### src/rtl/seq_pkg.sv
// seq_pkg: shared types and default constants for the sequence generator.
//   seq_state_t   - FSM state encoding (GAP only present with SEQ_GEN_GAP_EN)
//   DEF_PAT_W     - default pattern length in bits
//   DEF_PAT_INIT  - default pattern loaded at reset (MSB sent first)
//   DEF_REP_W     - default width of the repeat count
//   DEF_GAP_CYC   - default idle cycles between repetitions
// Optional feature macro: SEQ_GEN_GAP_EN
package seq_pkg;

  localparam int         DEF_PAT_W    = 4;
  localparam logic [3:0] DEF_PAT_INIT = 4'b1101;
  localparam int         DEF_REP_W    = 4;
  localparam int         DEF_GAP_CYC  = 2;

`ifdef SEQ_GEN_GAP_EN
  typedef enum logic [1:0] {
    IDLE = 2'd0,
    SEND = 2'd1,
    GAP  = 2'd2,
    DONE = 2'd3
  } seq_state_t;
`else
  typedef enum logic [1:0] {
    IDLE = 2'd0,
    SEND = 2'd1,
    DONE = 2'd3
  } seq_state_t;
`endif

endpackage

### src/rtl/seq_shift_reg.sv
// seq_shift_reg: parallel-load, MSB-first shift register.
//   clk   in   clock, rising edge
//   reset in   asynchronous active-high reset, clears the register
//   load  in   capture d
//   shift in   shift left by one, zero fill
//   clear in   force the register to zero (highest priority)
//   d     in   [W-1:0] parallel load value
//   msb   out  current serial bit (register MSB)
module seq_shift_reg
#(
  parameter int W = 4
) (
  input  logic         clk,
  input  logic         reset,
  input  logic         load,
  input  logic         shift,
  input  logic         clear,
  input  logic [W-1:0] d,
  output logic         msb
);

  logic [W-1:0] q;

  // Zero fill keeps msb at 0 once the pattern has drained, and clear
  // parks it at 0 between repetitions and while idle.
  always_ff @(posedge clk or posedge reset) begin
    if (reset) begin
      q <= '0;
    end else if (clear) begin
      q <= '0;
    end else if (load) begin
      q <= d;
    end else if (shift) begin
      q <= {q[W-2:0], 1'b0};
    end
  end

  assign msb = q[W-1];

endmodule

### src/rtl/sequence_generator.sv
// sequence_generator: sends a stored PAT_W-bit pattern MSB-first on A,
// repeated rep times per start request.
//   clk     in   clock, rising edge
//   reset   in   asynchronous active-high reset
//   load    in   capture pat_in into the pattern register (IDLE only)
//   pat_in  in   [PAT_W-1:0] new pattern
//   start   in   begin transmission (IDLE only)
//   rep     in   [REP_W-1:0] repetition count, sampled with start
//   A       out  serial data, 0 when a_valid is low
//   a_valid out  A carries a pattern bit
//   busy    out  transmission in progress
//   done    out  one-cycle pulse after the final bit
// Optional feature macro: SEQ_GEN_GAP_EN inserts GAP_CYC idle cycles
// between repetitions; without it repetitions are back-to-back.
//
// state | meaning
// IDLE  | waiting for start, load accepted
// SEND  | shifting pattern bits onto A
// GAP   | idle cycles between repetitions (SEQ_GEN_GAP_EN only)
// DONE  | done pulse, back to IDLE next cycle
module sequence_generator
  import seq_pkg::*;
#(
  parameter int               PAT_W    = DEF_PAT_W,
  parameter logic [PAT_W-1:0] PAT_INIT = PAT_W'(DEF_PAT_INIT),
  parameter int               REP_W    = DEF_REP_W,
  parameter int               GAP_CYC  = DEF_GAP_CYC
) (
  input  logic             clk,
  input  logic             reset,
  input  logic             load,
  input  logic [PAT_W-1:0] pat_in,
  input  logic             start,
  input  logic [REP_W-1:0] rep,
  output logic             A,
  output logic             a_valid,
  output logic             busy,
  output logic             done
);

  localparam int             CNT_W    = (PAT_W > 1) ? $clog2(PAT_W) : 1;
  localparam logic [CNT_W-1:0] BIT_LAST = CNT_W'(PAT_W - 1);

  seq_state_t       state;
  logic [PAT_W-1:0] pat_reg;
  logic [PAT_W-1:0] pat_next;
  logic [REP_W-1:0] rep_cnt;
  logic [CNT_W-1:0] bit_cnt;
  logic             accept;
  logic             last_bit;
  logic             more_reps;
  logic             sh_load;
  logic             sh_shift;
  logic             sh_clear;

`ifdef SEQ_GEN_GAP_EN
  localparam int GAP_W = (GAP_CYC > 1) ? $clog2(GAP_CYC) : 1;
  logic [GAP_W-1:0] gap_cnt;
`else
  // GAP_CYC has no effect in this build; the reference keeps the
  // parameter interface identical between builds.
  if (GAP_CYC < 0) begin : g_gap_cyc_unused
  end
`endif

  always_comb begin
    // A simultaneous load in IDLE wins over the stored pattern, so the
    // freshly loaded value is the one that gets sent.
    pat_next  = (state == IDLE && load) ? pat_in : pat_reg;
    accept    = (state == IDLE) && start && (rep != '0);
    last_bit  = (state == SEND) && (bit_cnt == BIT_LAST);
    more_reps = rep_cnt > REP_W'(1);
    sh_shift  = (state == SEND) && !last_bit;
`ifdef SEQ_GEN_GAP_EN
    sh_load   = accept || ((state == GAP) && (gap_cnt == '0));
    sh_clear  = last_bit;
`else
    sh_load   = accept || (last_bit && more_reps);
    sh_clear  = last_bit && !more_reps;
`endif
  end

  // A is the shifter MSB, itself a register; it is zero whenever the
  // shifter is cleared, so A is 0 outside of valid bit cycles.
  seq_shift_reg #(.W(PAT_W)) u_shift (
    .clk   (clk),
    .reset (reset),
    .load  (sh_load),
    .shift (sh_shift),
    .clear (sh_clear),
    .d     (pat_next),
    .msb   (A)
  );

  always_ff @(posedge clk or posedge reset) begin
    if (reset) begin
      state   <= IDLE;
      pat_reg <= PAT_INIT;
      rep_cnt <= '0;
      bit_cnt <= '0;
      a_valid <= 1'b0;
      busy    <= 1'b0;
      done    <= 1'b0;
`ifdef SEQ_GEN_GAP_EN
      gap_cnt <= '0;
`endif
    end else begin
      done <= 1'b0;
      case (state)
        IDLE: begin
          if (load) pat_reg <= pat_in;
          if (start) begin
            if (rep != '0) begin
              rep_cnt <= rep;
              bit_cnt <= '0;
              a_valid <= 1'b1;
              busy    <= 1'b1;
              state   <= SEND;
            end else begin
              done  <= 1'b1;
              state <= DONE;
            end
          end
        end
        SEND: begin
          if (!last_bit) begin
            bit_cnt <= bit_cnt + CNT_W'(1);
          end else begin
            bit_cnt <= '0;
            if (rep_cnt != '0) rep_cnt <= rep_cnt - REP_W'(1);
            if (more_reps) begin
`ifdef SEQ_GEN_GAP_EN
              a_valid <= 1'b0;
              gap_cnt <= GAP_W'(GAP_CYC - 1);
              state   <= GAP;
`endif
            end else begin
              a_valid <= 1'b0;
              busy    <= 1'b0;
              done    <= 1'b1;
              state   <= DONE;
            end
          end
        end
`ifdef SEQ_GEN_GAP_EN
        GAP: begin
          if (gap_cnt == '0) begin
            a_valid <= 1'b1;
            state   <= SEND;
          end else begin
            gap_cnt <= gap_cnt - GAP_W'(1);
          end
        end
`endif
        DONE: begin
          state <= IDLE;
        end
        default: begin
          state <= IDLE;
        end
      endcase
    end
  end

endmodule

### config.mk
export PLATFORM = sky130hd
export DESIGN_NAME = sequence_generator
export DESIGN_NICKNAME = d
export VERILOG_FILES = /design/src/rtl/seq_pkg.sv /design/src/rtl/seq_shift_reg.sv /design/src/rtl/sequence_generator.sv
export SDC_FILE = /design/constraint.sdc
export NUM_CORES = 1
export LEC_CHECK = 0
export CAP_MARGIN = 15
export CORE_MARGIN = 5
export CORE_UTILIZATION = 30
export DETAILED_ROUTE_END_ITERATION = 12
export PLACE_DENSITY = 0.52
export SYNTH_ARGS = -nofsm -noshare
export SYNTH_HDL_FRONTEND = slang
export SYNTH_HIERARCHICAL = 1
export SYNTH_SLANG_ARGS = --single-unit
export TNS_END_PERCENT = 1
### constraint.sdc
create_clock -name clk -period 2.64 [get_ports clk]
set_clock_uncertainty 0.2 [all_clocks]
set_input_delay 0.66 -clock clk [delete_from_list [all_inputs] [get_ports clk]]
set_output_delay 0.66 -clock clk [all_outputs]
set_load 0.01 [all_outputs]
==> impl_metrics.json <==
{
  "route.detailed.drc": 0,
  "ant_nets": 0,
  "hpwl_mm": 1.56,
  "p_leak_nw": 0.525,
  "endpoint_kind": "flip-flop",
  "dpl-instance-area_um2": 1180,
  "max_freq_ghz": 0.440,
  "cts.path.max_buffers": 2,
  "synthesis.area_um2": 973,
  "cts_hold_buf": 0,
  "slew_headroom": 0.613,
  "dr.pass1.iters": 4,
  "cts.clk_slew.worst_paths_ns": 0.12,
  "ios": 16,
  "clock-root-buffer": "clkbuf_4",
  "fillers": 302,
  "drtIter0Drc": 18,
  "rsz0062_at_grt": "false",
  "min_period_ns": 2.27,
  "power_density_nw_per_um2": 1180,
  "final_cell_mix": "dfrtp_1, clkdlybuf4s50_1, mux2i_1",
  "fp.dieH_um": 67.0,
  "finalSetupViolations": 0,
  "numCtsBuffers": 3,
  "grt_pass1_wl_mm": 3.57,
  "die_w_um": 67.0,
  "critPathLaunchType": "input port",
  "drv_slew": 0,
  "synth.distinct_cells": 33,
  "setup_slack_ns": 0.368,
  "post-cts-setup-buffers": 0,
  "finalHoldViolCount": 0,
  "ys_seq_area_frac": 0.467,
  "post-route-util": 0.394,
  "crit_path_max_fanout": 3,
  "place.gp.congestion": 0.725,
  "cts_tree": "built",
  "ir_drop_v": 0.000382,
  "dr_total_vias": 734,
  "post-route-period-util": 0.861,
  "drive_above_1_share": 0.142,
  "syn-instance-count": 88,
  "ys_seq_elements": 18,
  "syn_area_per_cell_um2": 11.1,
  "postCtsResizedCells": 0,
  "routed_wirelength_mm": 2.08,
  "syn_nets": 103,
  "core_um2": 3080,
  "routedWlPerCell_um": 13.9,
  "dp_slack_ns": 0.0531,
  "start_util": 0.316,
  "num_rows": 20,
  "status": "finished clean",
  "worst_slew_pin_slew_ns": 0.580,
  "htreeDepth": 1,
  "tns_ns": 0,
  "arrival_ns": 2.31,
  "clock_sinks": 18,
  "globalRouteTotalUtil": 0.107,
  "antennaDiodeCount": 0,
  "hold_class": "flip-flop to flip-flop",
  "area_growth_pct": 24.7,
  "antenna_found_initial": 0,
  "maxCapViolCount": 0,
  "final_area_um2": 1210,
  "ys_warn_count": 6,
  "power_mw": 1.43,
  "nets": 122,
  "io_buffers": 15,
  "critPathKind": "input port to flip-flop",
  "via_per_inst": 4.89,
  "grt_pass1_vias": 754,
  "clk_latency_ns": 0.30,
  "die_area_um2": 4480,
  "grt.overflow.total": 0,
  "required_ns": 2.68,
  "grt_max_degree": 15
}
[kinds of logic (layout without fill, tap and decap cells)]
kind of cell | Yosys count | in the layout | synth area share
AND/OR/NAND/NOR | 27 | 27 | 0.177
AO/OA/AOI/OAI | 19 | 19 | 0.148
flip-flops | 18 | 18 | 0.467
buffers and inverters | 9 | 27 | 0.0398
adder cells (fa/ha/maj) | 3 | 3 | 0.0386
multiplexers | 12 | 12 | 0.130
[metal layers]
layer | vias up | global-route usage | routed length (µm)
li1 | 359 | - | -
met2 | 12 | 0.157 | 949
met4 | 0 | 0.0532 | 29
met3 | 2 | 0.0219 | 55
met5 | - | 0 | 0
met1 | 361 | 0.147 | 1050
[power by group]
group          switching (mW)  leakage, nW  internal, mW
sequential              0.103        0.217         0.420
combinational           0.345        0.287         0.389
clock                  0.0929       0.0210        0.0840
total                   0.541        0.525         0.893
[cells in the mapped netlist (all sizes together)]
| library cell | instances | share of area |
|---|---|---|
| dfrtp | 15 | 0.39 |
| mux2i | 7 | 0.072 |
| a21oi | 6 | 0.031 |
| inv | 6 | 0.023 |
| nor2 | 6 | 0.023 |
| mux2 | 5 | 0.058 |
| nor2b | 5 | 0.032 |
| a211oi | 3 | 0.023 |
| dfstp | 3 | 0.081 |
| ha | 3 | 0.039 |
| nand3b | 3 | 0.023 |
| and4b | 2 | 0.021 |
| buf | 2 | 0.013 |
| nor3b | 2 | 0.015 |
| o211a | 2 | 0.021 |
| or3b | 2 | 0.018 |
| a22o | 1 | 0.0090 |
| a32o | 1 | 0.012 |
| a41oi | 1 | 0.0090 |
| and2 | 1 | 0.0064 |
| clkbuf | 1 | 0.0039 |
| nand2 | 1 | 0.0039 |
| nand2b | 1 | 0.0064 |
| nand4b | 1 | 0.0090 |
| nor3 | 1 | 0.0051 |
| nor4 | 1 | 0.0064 |
| o2111ai | 1 | 0.0090 |
| o21ai | 1 | 0.0051 |
| o2bb2ai | 1 | 0.0090 |
| o311ai | 1 | 0.0090 |
| o41a | 1 | 0.012 |
| or2b | 1 | 0.0077 |
[final cells by class]
type	count	area [µm²]	share of cell area
sequential	18	454	0.374
multi-input combinational	61	480	0.396
timing repair buffer	17	165	0.136
tap	44	55.1	0.0454
inverter	6	22.5	0.0186
clock buffer	4	36.3	0.0299
[critical path, cell delays in order]
cell and delay [ns]:
clkdlybuf4s50_1 0.45, o41a_1 0.45, or2b_1 0.16, a21oi_1 0.07, or3b_1 0.38, a21oi_1 0.14
[per-stage QoR]
| step | std cells | hold WS [ns] |
|---|---|---|
| CTS | 150 | 0.322 |
| finish | 150 | 0.314 |
| detailed placement | 146 | 0.290 |
| global route | 150 | 0.342 |
| floorplan | 88 | 0.226 |
| global placement | 146 | 0.288 |
[final timing paths]
kind | start | cells after the start | endpoint | slack [ns]
worst max-delay path | rep[1] | 6 | u_shift/q[0] | 0.37
worst min-delay path | pat_reg[1] | 1 | pat_reg[1] | 0.31
worst max register to register | rep_cnt[0] | 7 | u_shift/q[0] | 0.56
worst min register to register | pat_reg[1] | 1 | pat_reg[1] | 0.31
max in group asynchronous | reset | 2 | pat_reg[2] | 1.32
min in group asynchronous | reset | 2 | u_shift/q[0] | 0.36
Power figures use the tool's default switching activity.
